==> src/rtl/mem_pkg.sv <==
// Shared definitions for the datamem arbiter: bus widths, FSM state encoding,
// requester port IDs, RISC-V funct3 access codes and the latched memory
// request payload.
package mem_pkg;

  localparam int unsigned ADDR_W = 32;
  localparam int unsigned DATA_W = 32;
  localparam int unsigned F3_W   = 3;

  // Arbiter FSM encoding; 2'b11 is illegal and recovers to IDLE.
  typedef enum logic [1:0] {
    ST_IDLE   = 2'b00,
    ST_BUSY_I = 2'b01,
    ST_BUSY_D = 2'b10
  } state_e;

  // Requester IDs, also used as bit positions in request/grant vectors.
  localparam logic PORT_I = 1'b0;
  localparam logic PORT_D = 1'b1;

  // Load/store funct3 codes understood by datamem.
  localparam logic [F3_W-1:0] FUNC3_LB  = 3'b000;
  localparam logic [F3_W-1:0] FUNC3_LH  = 3'b001;
  localparam logic [F3_W-1:0] FUNC3_LW  = 3'b010;
  localparam logic [F3_W-1:0] FUNC3_LBU = 3'b100;
  localparam logic [F3_W-1:0] FUNC3_LHU = 3'b101;
  localparam logic [F3_W-1:0] FUNC3_SB  = 3'b000;
  localparam logic [F3_W-1:0] FUNC3_SH  = 3'b001;
  localparam logic [F3_W-1:0] FUNC3_SW  = 3'b010;

  // Request payload held toward datamem for the life of a transaction.
  typedef struct packed {
    logic [ADDR_W-1:0] addr;
    logic [F3_W-1:0]   func3;
    logic              we;
    logic [DATA_W-1:0] wdata;
  } mem_req_t;

  localparam mem_req_t MEM_REQ_RST = {ADDR_W'(0), FUNC3_LW, 1'b0, DATA_W'(0)};

endpackage

==> src/rtl/mem_arbiter_if.sv <==
// Bundle of every signal between the arbiter, the two cache-miss requesters
// (port I, port D) and datamem.
//   slave  : arbiter view (takes requests and memory responses).
//   master : environment view (requesters + datamem).
interface mem_arbiter_if;
  import mem_pkg::*;

  logic              i_req;
  logic [ADDR_W-1:0] i_addr;
  logic              i_done;
  logic [DATA_W-1:0] i_rdata;
  logic              i_err;

  logic              d_req;
  logic [ADDR_W-1:0] d_addr;
  logic              d_we;
  logic [F3_W-1:0]   d_func3;
  logic [DATA_W-1:0] d_wdata;
  logic              d_done;
  logic [DATA_W-1:0] d_rdata;
  logic              d_err;

  logic [ADDR_W-1:0] mem_addr;
  logic [F3_W-1:0]   mem_func3;
  logic              mem_write_en;
  logic [DATA_W-1:0] mem_store_val;
  logic [DATA_W-1:0] mem_load_val;
  logic              mem_data_ready;

  logic              busy;

  modport slave (
    input  i_req, i_addr, d_req, d_addr, d_we, d_func3, d_wdata,
           mem_load_val, mem_data_ready,
    output i_done, i_rdata, i_err, d_done, d_rdata, d_err,
           mem_addr, mem_func3, mem_write_en, mem_store_val, busy
  );

  modport master (
    output i_req, i_addr, d_req, d_addr, d_we, d_func3, d_wdata,
           mem_load_val, mem_data_ready,
    input  i_done, i_rdata, i_err, d_done, d_rdata, d_err,
           mem_addr, mem_func3, mem_write_en, mem_store_val, busy
  );

endinterface

==> src/rtl/rr_arb2.sv <==
// Combinational two-way round-robin picker.
//   req_i        : request vector, bit PORT_I / PORT_D
//   last_grant_i : port granted most recently
//   gnt_c_o      : one-hot grant (all zero when nobody requests)
module rr_arb2
  import mem_pkg::*;
(
  input  logic [1:0] req_i,
  input  logic       last_grant_i,
  output logic [1:0] gnt_c_o
);

  // On a tie, the port that did not win last time gets the grant.
  always_comb begin
    gnt_c_o = 2'b00;
    if (req_i[PORT_I] && req_i[PORT_D]) begin
      gnt_c_o[~last_grant_i] = 1'b1;
    end else begin
      gnt_c_o = req_i;
    end
  end

endmodule

==> src/rtl/mem_arbiter.sv <==
// Arbiter/sequencer sharing one datamem between the instruction-fetch miss
// path (port I) and the data-cache miss/write-through path (port D).
// Latches one request, holds it on mem_* until data_ready or timeout, then
// returns a one-cycle done (with load data or an error flag).
//   clk, reset : clock, synchronous active-high reset
//   bus        : requester handshakes, datamem drive/response, busy
module mem_arbiter
  import mem_pkg::*;
#(
  parameter int unsigned TIMEOUT_CYCLES = 64,
  parameter int unsigned CNT_W          = 7
) (
  input  logic           clk,
  input  logic           reset,
  mem_arbiter_if.slave   bus
);

  state_e            state_q, state_d;
  logic              last_grant_q, last_grant_d;
  logic [CNT_W-1:0]  cnt_q, cnt_d;
  logic              busy_q, busy_d;
  logic              i_done_q, i_done_d;
  logic              d_done_q, d_done_d;
  logic              i_err_q, i_err_d;
  logic              d_err_q, d_err_d;
  logic [DATA_W-1:0] i_rdata_q, i_rdata_d;
  logic [DATA_W-1:0] d_rdata_q, d_rdata_d;
  mem_req_t          mem_q, mem_d;

  logic [1:0]        req_c;
  logic [1:0]        gnt_c;
  logic              timeout_c;
  logic              ready_c;

  // A port whose done is showing this cycle is still holding req; mask it so
  // it is not served twice.
  assign req_c[PORT_I] = bus.i_req & ~i_done_q;
  assign req_c[PORT_D] = bus.d_req & ~d_done_q;

  rr_arb2 u_rr_arb2 (
    .req_i        (req_c),
    .last_grant_i (last_grant_q),
    .gnt_c_o      (gnt_c)
  );

  assign timeout_c = (cnt_q == CNT_W'(TIMEOUT_CYCLES - 1));
  assign ready_c   = bus.mem_data_ready;

  // Next-state and next-output logic.
  always_comb begin
    state_d      = state_q;
    last_grant_d = last_grant_q;
    cnt_d        = cnt_q;
    busy_d       = busy_q;
    i_done_d     = 1'b0;
    d_done_d     = 1'b0;
    i_err_d      = 1'b0;
    d_err_d      = 1'b0;
    i_rdata_d    = i_rdata_q;
    d_rdata_d    = d_rdata_q;
    mem_d        = mem_q;

    case (state_q)
      ST_IDLE: begin
        if (gnt_c[PORT_D]) begin
          state_d      = ST_BUSY_D;
          mem_d        = '{addr: bus.d_addr, func3: bus.d_func3,
                           we: bus.d_we, wdata: bus.d_wdata};
          busy_d       = 1'b1;
          cnt_d        = '0;
          last_grant_d = PORT_D;
        end else if (gnt_c[PORT_I]) begin
          state_d      = ST_BUSY_I;
          mem_d.addr   = bus.i_addr;
          mem_d.func3  = FUNC3_LW;
          mem_d.we     = 1'b0;
          busy_d       = 1'b1;
          cnt_d        = '0;
          last_grant_d = PORT_I;
        end
      end

      ST_BUSY_I, ST_BUSY_D: begin
        cnt_d = cnt_q + CNT_W'(1);
        // Ready beats a coincident timeout.
        if (ready_c || timeout_c) begin
          state_d  = ST_IDLE;
          busy_d   = 1'b0;
          mem_d.we = 1'b0;
          if (state_q == ST_BUSY_I) begin
            i_done_d  = 1'b1;
            i_err_d   = ~ready_c;
            i_rdata_d = ready_c ? bus.mem_load_val : DATA_W'(0);
          end else begin
            d_done_d = 1'b1;
            d_err_d  = ~ready_c;
            if (!ready_c) begin
              d_rdata_d = DATA_W'(0);
            end else if (!mem_q.we) begin
              d_rdata_d = bus.mem_load_val;
            end
          end
        end
      end

      default: begin
        state_d      = ST_IDLE;
        last_grant_d = PORT_I;
        cnt_d        = '0;
        busy_d       = 1'b0;
        i_rdata_d    = DATA_W'(0);
        d_rdata_d    = DATA_W'(0);
        mem_d        = MEM_REQ_RST;
      end
    endcase
  end

  // State and output registers.
  always_ff @(posedge clk) begin
    if (reset) begin
      state_q      <= ST_IDLE;
      last_grant_q <= PORT_I;
      cnt_q        <= '0;
      busy_q       <= 1'b0;
      i_done_q     <= 1'b0;
      d_done_q     <= 1'b0;
      i_err_q      <= 1'b0;
      d_err_q      <= 1'b0;
      i_rdata_q    <= DATA_W'(0);
      d_rdata_q    <= DATA_W'(0);
      mem_q        <= MEM_REQ_RST;
    end else begin
      state_q      <= state_d;
      last_grant_q <= last_grant_d;
      cnt_q        <= cnt_d;
      busy_q       <= busy_d;
      i_done_q     <= i_done_d;
      d_done_q     <= d_done_d;
      i_err_q      <= i_err_d;
      d_err_q      <= d_err_d;
      i_rdata_q    <= i_rdata_d;
      d_rdata_q    <= d_rdata_d;
      mem_q        <= mem_d;
    end
  end

  assign bus.i_done        = i_done_q;
  assign bus.i_rdata       = i_rdata_q;
  assign bus.i_err         = i_err_q;
  assign bus.d_done        = d_done_q;
  assign bus.d_rdata       = d_rdata_q;
  assign bus.d_err         = d_err_q;
  assign bus.mem_addr      = mem_q.addr;
  assign bus.mem_func3     = mem_q.func3;
  assign bus.mem_write_en  = mem_q.we;
  assign bus.mem_store_val = mem_q.wdata;
  assign bus.busy          = busy_q;

endmodule

==> src/flat_wrapper.sv <==
// flat-port wrapper written by rule: the top's interface ports become plain ports
module mem_arbiter_flat import mem_pkg::*;
#(
  parameter int unsigned TIMEOUT_CYCLES = 64,
  parameter int unsigned CNT_W          = 7
)
  (clk, reset, bus_i_req, bus_i_addr, bus_d_req, bus_d_addr, bus_d_we, bus_d_func3, bus_d_wdata, bus_mem_load_val, bus_mem_data_ready, bus_i_done, bus_i_rdata, bus_i_err, bus_d_done, bus_d_rdata, bus_d_err, bus_mem_addr, bus_mem_func3, bus_mem_write_en, bus_mem_store_val, bus_busy);
  mem_arbiter_if bus_i ();
  input  logic clk;
  input  logic reset;
  input wire logic [$bits(bus_i.i_req)-1:0] bus_i_req;
  input wire logic [$bits(bus_i.i_addr)-1:0] bus_i_addr;
  input wire logic [$bits(bus_i.d_req)-1:0] bus_d_req;
  input wire logic [$bits(bus_i.d_addr)-1:0] bus_d_addr;
  input wire logic [$bits(bus_i.d_we)-1:0] bus_d_we;
  input wire logic [$bits(bus_i.d_func3)-1:0] bus_d_func3;
  input wire logic [$bits(bus_i.d_wdata)-1:0] bus_d_wdata;
  input wire logic [$bits(bus_i.mem_load_val)-1:0] bus_mem_load_val;
  input wire logic [$bits(bus_i.mem_data_ready)-1:0] bus_mem_data_ready;
  output wire logic [$bits(bus_i.i_done)-1:0] bus_i_done;
  output wire logic [$bits(bus_i.i_rdata)-1:0] bus_i_rdata;
  output wire logic [$bits(bus_i.i_err)-1:0] bus_i_err;
  output wire logic [$bits(bus_i.d_done)-1:0] bus_d_done;
  output wire logic [$bits(bus_i.d_rdata)-1:0] bus_d_rdata;
  output wire logic [$bits(bus_i.d_err)-1:0] bus_d_err;
  output wire logic [$bits(bus_i.mem_addr)-1:0] bus_mem_addr;
  output wire logic [$bits(bus_i.mem_func3)-1:0] bus_mem_func3;
  output wire logic [$bits(bus_i.mem_write_en)-1:0] bus_mem_write_en;
  output wire logic [$bits(bus_i.mem_store_val)-1:0] bus_mem_store_val;
  output wire logic [$bits(bus_i.busy)-1:0] bus_busy;
  assign bus_i.i_req = bus_i_req;
  assign bus_i.i_addr = bus_i_addr;
  assign bus_i.d_req = bus_d_req;
  assign bus_i.d_addr = bus_d_addr;
  assign bus_i.d_we = bus_d_we;
  assign bus_i.d_func3 = bus_d_func3;
  assign bus_i.d_wdata = bus_d_wdata;
  assign bus_i.mem_load_val = bus_mem_load_val;
  assign bus_i.mem_data_ready = bus_mem_data_ready;
  assign bus_i_done = bus_i.i_done;
  assign bus_i_rdata = bus_i.i_rdata;
  assign bus_i_err = bus_i.i_err;
  assign bus_d_done = bus_i.d_done;
  assign bus_d_rdata = bus_i.d_rdata;
  assign bus_d_err = bus_i.d_err;
  assign bus_mem_addr = bus_i.mem_addr;
  assign bus_mem_func3 = bus_i.mem_func3;
  assign bus_mem_write_en = bus_i.mem_write_en;
  assign bus_mem_store_val = bus_i.mem_store_val;
  assign bus_busy = bus_i.busy;
  mem_arbiter #(.TIMEOUT_CYCLES(TIMEOUT_CYCLES), .CNT_W(CNT_W)) u_core (.clk(clk), .reset(reset), .bus(bus_i));
endmodule
==> config.mk <==
export PLATFORM = sky130hd
export DESIGN_NAME = mem_arbiter_flat
export DESIGN_NICKNAME = d
export VERILOG_FILES = /design/src/rtl/mem_pkg.sv /design/src/rtl/mem_arbiter_if.sv /design/src/rtl/rr_arb2.sv /design/src/rtl/mem_arbiter.sv /design/src/flat_wrapper.sv
export SDC_FILE = /design/constraint.sdc
export NUM_CORES = 1
export LEC_CHECK = 0
export CAP_MARGIN = 20
export CORE_MARGIN = 3
export CORE_UTILIZATION = 34
export CTS_BUF_LIST = sky130_fd_sc_hd__clkbuf_8
export DETAILED_ROUTE_END_ITERATION = 12
export PLACE_DENSITY = 0.68
export SYNTH_ARGS = -nofsm -noshare
export SYNTH_HDL_FRONTEND = slang
export SYNTH_SLANG_ARGS = --single-unit
==> constraint.sdc <==
create_clock -name clk -period 4.3 [get_ports clk]
set_input_delay 0.86 -clock clk [delete_from_list [all_inputs] [get_ports clk]]
set_output_delay 0.86 -clock clk [all_outputs]
set_load 0.1 [all_outputs]
==> results of run 1 <==
cells by family (layout without fill, tap and decap cells):
group,after synthesis,count (layout),synth area share
multiplexers,3,3,0.00538
flip-flops,147,147,0.506
adder cells (fa/ha/maj),5,5,0.0108
XOR/XNOR,6,6,0.00904
AO/OA/AOI/OAI,211,211,0.230
buffers and inverters,91,351,0.0704
AND/OR/NAND/NOR,210,210,0.168
routing by layer:
layer | wire (um) | track usage | part of all wire | vias up
met5 | 0 | 0 | 0 | -
met4 | 204 | 0.0532 | 0.011 | 0
met3 | 1740 | 0.0835 | 0.093 | 11
met2 | 8980 | 0.323 | 0.48 | 182
met1 | 7770 | 0.233 | 0.42 | 2623
li1 | - | - | - | 2844
stage by stage:
| stage | worst slack, ps | util | std cells | power, uW | cell area [um2] |
|---|---|---|---|---|---|
| 2_1_floorplan | 2130 | - | 673 | 3900 | 5810 |
| 3_3_place_gp | 1340 | 0.519 | 1122 | 4640 | 8640 |
| 3_5_place_dp | 1260 | 0.519 | 1122 | 4640 | 8640 |
| 4_1_cts | 1310 | 0.539 | 1153 | 5600 | 8980 |
| 5_1_grt | 1240 | 0.539 | 1153 | 5790 | 8980 |
| 6_report | 1350 | 0.539 | 1153 | 5540 | 8980 |
power by group:
group | leakage (uW) | internal, uW | switching (uW)
logic | 0.00181 | 707 | 2200
registers | 0.00120 | 1570 | 113
clock network | 0.000172 | 408 | 543
cell usage in the layout, fill, tap and decap left out, drive strengths merged, types with 7 or more instances in the layout:
cell           synthesis  layout
o211ai                29      29
nand3b                 9       9
clkbuf                32      18
buf                   24      13
nor2                  48      48
a22oi                 32      32
nand2                 72      72
nand3                 56      56
clkinv                 0       7
clkdlybuf4s50          0     272
a21oi                 68      68
inv                   35      38
o21ai                 67      67
dfxtp                147     147
state kept, by name, summed over array words and instances (netlist names), 2 cells and up:
register / count
u_core.state_q: 2
u_core.bus.mem_func3: 3
u_core.bus.mem_store_val: 32
u_core.bus.d_rdata: 32
u_core.cnt_q: 7
u_core.bus.i_rdata: 32
u_core.bus.mem_addr: 32
worst paths after layout:
kind | slack [ps] | depth (start not counted) | to
setup / recovery | 1350 | 1 | bus_mem_write_en
hold / removal | 450 | 2 | u_core.bus.mem_func3[0]
setup reg to reg | 1710 | 7 | u_core.bus.mem_addr[14]
hold reg to reg | 450 | 2 | u_core.bus.mem_func3[0]
final cells by class:
cell class / count / area [um2] / share of cell area
tap: 220 / 275 / 0.0307
sequential: 147 / 2940 / 0.328
clock buffer: 18 / 248 / 0.0276
timing repair buffer: 285 / 2820 / 0.314
multi-input combinational: 435 / 2470 / 0.276
clock inverter: 13 / 86.3 / 0.00962
inverter: 35 / 131 / 0.0146
==> flow_summary.yaml, run 1 <==
logic_synthesis:
  yosysTopAreaCell: "dfxtp_1"
  yosys_warnings: 0
  yosysSeqAreaShare: 0.506
  ys_ff_latch: 147
  synth-edff-count: 0
  ys_async_sr_fraction: 0
  ys_top_cells_by_area: "dfxtp_1, a21oi_1, o21ai_0"
  syn_area_mm2: 0.00581
  synth.net_count: 815
  syn_area_per_cell_um2: 8.63
  post-synth-top-area-fraction: 0.506
  synth_top_flop_cell: "dfxtp_1"
  synth_commonest_cells: "dfxtp_1, nand2_1, a21oi_1, o21ai_0, nand3_1"
  synth.distinct_cells: 49
  synthCells: 673
  synth_most_common_cell: "dfxtp_1"
timing:
  max_freq_mhz: 338
  worst_pin_slew_ps: 1050
  clock_skew_ps: 18.5
  slew-limit-headroom: 0.300
  slew_violations: 0
  fin_crit_ps: 2950
  whs_ps: 452
  hold_violations: 0
  setup_tns_ps: 0
  rsz0062_at_grt: "no"
  finalCritPeriodShare: 0.687
  setup-violations-final: 0
worst_setup_path:
  r2r-start: "u_core.state_q[1]"
  crit_required_ps: 3440
  crit_fanout: 4
  cp-startpoint: "u_core.bus.mem_write_en"
  slowest_delay_ps: 1200
  worst-path-buf-inv: 1
  cp-start-kind: "flip-flop"
  crit_chain: "clkdlybuf4s50_1"
  crit_type: "flip-flop to output pin"
  crit_family: "buffers and inverters"
  critPathArrivalTime_ps: 2090
  critPathCaptureType: "output pin"
  slowest_stage: "clkdlybuf4s50_1"
drt:
  route.detailed.drc: 0
  drt-total-wl_um: 18700
  vias: 5660
  drtAntennaViolNets: 0
  routedWlPerCell_um: 16.2
  viasPerCell: 4.91
  drtIter0Drc: 306
  drtPass1Iterations: 5
floorplan:
  dieWidth_um: 137
  die_area_mm2: 0.0187
  core_mm2: 0.0166
  io_pins: 274
  rows: 47
  die_height_um: 137
  start_util: 0.349
outcome:
  status: "finished, final reports clean"
clock_network:
  cts_resized: 0
  clkLatencyLatePin_ps: 450
  clk_pin_slew_worst_paths_ps: 90
  root_buffer: "clkbuf_8"
  numClockSinks: 147
  cts_setup_buffers: 0
  cts_hold_buf: 0
  cts_tree: "built"
  cts_max_path_buffers: 2
  cts_buffers: 17
  htreeDepth: 4
global_route:
  grt_pass1_wl_um: 28900
  grt.overflow.total: 0
  antenna_found_initial: 0
  grtUsageTotal: 0.195
  grt_pass1_vias: 5517
  grt_max_degree: 70
run:
  drv_cap: 0
hold_path:
  hp-class: "flip-flop to flip-flop"
  min_from: "u_core.bus.mem_func3[0]"
power:
  p_leak_uw: 0.00318
  power.density_mw_per_mm2: 618
  vdd_drop_max_uv: 330
place:
  port_buffers: 273
  dpl.hpwl_um: 12600
  globalplace.congestion: 0.775
finish:
  syn_to_final_growth_pct: 54.5
  nNetsFinal: 1063
  n_fill_cell: 1571
  diodes: 0
  drive_above_1_share: 0.0707
Power figures use the tool's default switching activity.
==> run 2: changes to the inputs <==
==> constraint.sdc (replaced) <==
create_clock -name clk -period 3 [get_ports clk]
set_input_delay 0.6 -clock clk [delete_from_list [all_inputs] [get_ports clk]]
set_output_delay 0.6 -clock clk [all_outputs]
set_load 0.1 [all_outputs]
==> flow_summary.yaml, run 2 (synthesis gave the netlist of run 1 again) <==
outcome:
  status: "finished, final reports clean"
global_route:
  grtUsageTotal: 0.198
  grt.overflow.total: 0
  grt_max_degree: 92
  grt_pass1_wl_um: 29100
  grt_pass1_vias: 5592
  antenna_found_initial: 1
hold_path:
  hold_depth: 2
  hp-class: "flip-flop to flip-flop"
  whs_endpoint: "u_core.bus.mem_func3[0]"
  min_from: "u_core.bus.mem_func3[0]"
timing:
  rsz0062_at_grt: "no"
  fin_crit_ps: 2100
  setup_tns_ps: 0
  worst_pin_slew_ps: 974
  hold_violations: 0
  slew_violations: 0
  slew-limit-headroom: 0.350
  max_freq_mhz: 475
  setup-violations-final: 0
  finalCritPeriodShare: 0.701
  clock_skew_ps: 8.61
drt:
  drtPass1Iterations: 4
  routedWlPerCell_um: 16.3
  vias: 5772
  viasPerCell: 5.00
  drtAntennaViolNets: 0
  drtIter0Drc: 263
  drt-total-wl_um: 18800
  route.detailed.drc: 0
worst_setup_path:
  critPathArrivalTime_ps: 2460
  crit_required_ps: 3350
  slowest_stage: "ha_1"
  worst-path-buf-inv: 2
  r2r-start: "u_core.state_q[0]"
  crit_chain: "inv_1 > ha_1 > nand2b_1 > o21ba_2 > buf_4 > nor2_1 > a211oi_1"
  slowest_delay_ps: 430
  crit_type: "flip-flop to flip-flop"
  crit_fanout: 28
  critPathCaptureType: "flip-flop"
  cp-start-kind: "flip-flop"
  r2r-end: "u_core.bus.busy"
  r2r.worst_path.cells: 7
  r2r_setup_slack_ps: 900
  crit_family: "compound AO/OA/AOI/OAI gates"
finish:
  final_common_cell: "buf_4"
  final_cell_mix: "buf_4, dfxtp_1, clkdlybuf4s50_1"
  fin_util: 0.530
  nNetsFinal: 1066
  syn_to_final_growth_pct: 51.8
  drive_above_1_share: 0.219
clock_network:
  root_buffer: "clkbuf_8"
  cts_tree: "built"
  cts_buffers: 17
  cts_hold_buf: 0
  htreeDepth: 4
  clkLatencyLatePin_ps: 450
  clk_pin_slew_worst_paths_ps: 80
  cts_setup_buffers: 0
  cts_max_path_buffers: 2
  cts_resized: 0
  numClockSinks: 147
place:
  port_buffers: 273
  globalplace.congestion: 0.757
  dpl.hpwl_um: 12700
floorplan:
  core_mm2: 0.0166
  io_pins: 274
  start_util: 0.349
  rows: 47
  die_area_mm2: 0.0187
  die_height_um: 137
  dieWidth_um: 137
power:
  vdd_drop_max_uv: 460
  p_leak_uw: 0.00353
  power.density_mw_per_mm2: 955
run:
  drv_cap: 0
[run 2: cell types whose count changed in the layout (fill, tap and decap cells not counted), moves of 2 or more]
cell,before,now
clkinv_2,5,1
clkbuf_8,18,20
clkinvlp_4,3,1
bufinv_16,0,6
clkdlybuf4s50_1,272,135
buf_4,13,152
clkinv_4,2,0
[run 2: power by group]
part	total (uW)	internal, uW	switching (uW)
Combinational	4130	944	3190
Clock	1870	1130	745
Sequential	2410	2250	161
[run 2: worst max-delay path by stage]
stage | cells after the start | end | slack [ps] | from
global placement | 5 | u_core.bus.d_rdata[27] | 430 | bus_mem_data_ready
global route | 7 | u_core.bus.mem_addr[25] | 670 | u_core.state_q[1]
finish | 7 | u_core.bus.busy | 900 | u_core.state_q[0]
floorplan | 5 | u_core.state_q[1] | 830 | u_core.bus.i_done
CTS | 5 | u_core.bus.d_rdata[6] | 630 | u_core.state_q[0]
detailed placement | 5 | u_core.bus.d_rdata[30] | 400 | bus_mem_data_ready
[run 2: metal layers]
layer	GRT usage	routed length (um)	vias up
met3	0.0746	1570	28
met5	0	0	-
met4	0.0778	404	0
met1	0.229	7740	2722
met2	0.330	9140	179
li1	-	-	2843
[run 2: final cells by class]
cell class                 instances  area [um2]
fill                            1624        7820
sequential                       147        2940
timing repair buffer             288        2520
multi-input combinational        435        2470
clock buffer                      20         275
tap                              220         275
clock inverter                     9         201
inverter                          35         131
antenna                            1        2.50
[run 2: worst min-delay path, delay by kind of cell, from the launching register on]
| family | cells | cell delay, ps |
|---|---|---|
| AOI/OAI and AO/OA | 1 | 50 |
| and+or+nand+nor | 1 | 50 |
| DFF | 1 | 320 |
[run 2: through the flow]
step	setup WS [ps]	hold slack, ps	cell area (um2)	cells	total power [uW]
after floorplan	831	476	5810	673	5590
after global placement	425	440	8320	1124	6570
after detailed placement	405	447	8320	1124	6580
after CTS	630	459	8790	1153	8480
after global routing	666	488	8820	1155	8780
final	896	457	8820	1155	8420
==> run 3: changes to the inputs <==
==> constraint.sdc (replaced) <==
create_clock -name clk -period 2 [get_ports clk]
set_input_delay 0.4 -clock clk [delete_from_list [all_inputs] [get_ports clk]]
set_output_delay 0.4 -clock clk [all_outputs]
set_load 0.1 [all_outputs]
==> flow_summary.yaml, run 3 (synthesis gave the netlist of run 1 again) <==
worst_setup_path:
  slowest_stage: "ha_1"
  r2r-end: "u_core.state_q[1]"
  crit_fanout: 6
  cp-start-kind: "flip-flop"
  r2r_setup_slack_ps: 160
  cp-startpoint: "u_core.state_q[1]"
  crit_required_ps: 2330
  critPathArrivalTime_ps: 2170
  r2r.worst_path.cells: 5
  slowest_delay_ps: 430
  crit_type: "flip-flop to flip-flop"
  r2r-start: "u_core.state_q[1]"
  crit_chain: "inv_1 > ha_1 > nand2b_1 > o21ai_0 > mux2_2"
  endpoint: "u_core.state_q[1]"
  critPathCaptureType: "flip-flop"
drt:
  vias: 5752
  drt-total-wl_um: 18400
  viasPerCell: 4.96
  drtIter0Drc: 286
  routedWlPerCell_um: 15.9
  route.detailed.drc: 0
  drtPass1Iterations: 4
  drtAntennaViolNets: 0
floorplan:
  dieWidth_um: 137
  io_pins: 274
  start_util: 0.349
  rows: 47
  die_height_um: 137
  die_area_mm2: 0.0187
  core_mm2: 0.0166
power:
  switching_share: 0.499
  power.total_uw: 12300
  power.density_mw_per_mm2: 1380
  vdd_drop_max_uv: 696
  p_sw_uw: 6120
  p_comb_frac: 0.522
  p_int_uw: 6140
  p_clk_frac: 0.184
  p_seq_frac: 0.295
  p_leak_uw: 0.00356
global_route:
  grt.overflow.total: 0
  grt_pass1_vias: 5560
  grt_pass1_wl_um: 28700
  grt_max_degree: 118
  grtUsageTotal: 0.193
  antenna_found_initial: 0
clock_network:
  numClockSinks: 147
  htreeDepth: 4
  clkLatencyLatePin_ps: 440
  cts_hold_buf: 0
  clk_pin_slew_worst_paths_ps: 70
  cts_setup_buffers: 0
  cts_buffers: 17
  cts_tree: "built"
  cts_max_path_buffers: 2
  cts_resized: 0
  root_buffer: "clkbuf_8"
timing:
  hold_violations: 0
  max_freq_mhz: 543
  clock_skew_ps: 12.7
  worst_pin_slew_ps: 534
  slew-limit-headroom: 0.644
  finalCritPeriodShare: 0.920
  setup-violations-final: 0
  fin_ws_ps: 160
  slew_violations: 0
  rsz0062_at_grt: "no"
  fin_crit_ps: 1840
finish:
  final_cell_mix: "buf_4, dfxtp_1, clkdlybuf4s50_1"
  drive_above_1_share: 0.224
  diodes: 0
  finalNonFillerCells: 1159
  final_common_cell: "buf_4"
  syn_to_final_growth_pct: 52.9
  nNetsFinal: 1071
  n_fill_cell: 1535
place:
  dp_cells: 1130
  dp_slack_ps: -41.3
  globalplace.congestion: 0.799
  dpl.hpwl_um: 12500
  port_buffers: 273
run:
  drv_cap: 0
outcome:
  status: "finished, final reports clean"
hold_path:
  hp-class: "input port to flip-flop"
==> run 3: changes by cell type in the layout (fill, tap and decap cells not counted), moves of 2 or more <==
cell       change
bufinv_16      -4
or2_1          -2
inv_1          +2
dfxtp_2        +2
clkinv_4       +3
buf_12        +12
or2_0          +2
buf_4          -6
dfxtp_1        -2
==> run 3: stage by stage <==
stage          hold WS (ps)  utilization  cell area (um2)  setup TNS, ps
4_1_cts                 375        0.534             8890              0
5_1_grt                 437        0.534             8890              0
3_5_place_dp            449        0.512             8510           -493
6_report                407        0.534             8890              0
2_1_floorplan           476            -             5810              0
3_3_place_gp            439        0.512             8510          -27.9
==> run 3: worst max-delay path, delay by kind of cell (launching register included) <==
family / cells / cell delay, ps
mux: 1 / 380
fa+ha+maj: 1 / 430
flops: 1 / 340
simple gates: 1 / 140
compound gates: 1 / 360
buf+inv: 1 / 90
==> run 3: area by class of cell <==
class                           instances  area (um2)  area share
Inverter                               35         131      0.0148
Timing Repair Buffer                  293        2690       0.302
Tap cell                              220         275      0.0310
Clock inverter                         10         113      0.0127
Clock buffer                           19         262      0.0294
Sequential cell                       147        2950       0.331
Multi-Input combinational cell        435        2470       0.278
==> run 3: worst min path at each step <==
stage | start | endpoint | slack, ps | cells after the start
floorplan | u_core.cnt_q[6] | u_core.cnt_q[6] | 480 | 2
global placement | u_core.bus.mem_func3[2] | u_core.bus.mem_func3[2] | 440 | 2
detailed placement | u_core.bus.mem_func3[0] | u_core.bus.mem_func3[0] | 450 | 2
CTS | reset | u_core.cnt_q[3] | 370 | 4
global route | reset | u_core.cnt_q[3] | 440 | 4
finish | reset | u_core.cnt_q[4] | 410 | 4
==> run 3: power by group through the flow <==
stage                     logic, uW  clock network, uW  registers, uW
final                          6400               2250           3610
after global routing           6730               2450           3680
after CTS                      6450               2350           3620
after detailed placement       6440                  0           3680
after global placement         6430                  0           3670
after floorplan                1680                  0           6710
==> run 3: routing by layer <==
metal  wire length, um  vias to the layer above  track usage
met5                 0                        -            0
met3              1700                       16       0.0761
li1                  -                     2848            -
met1              7620                     2708        0.232
met4               223                        0       0.0543
met2              8890                      180        0.320
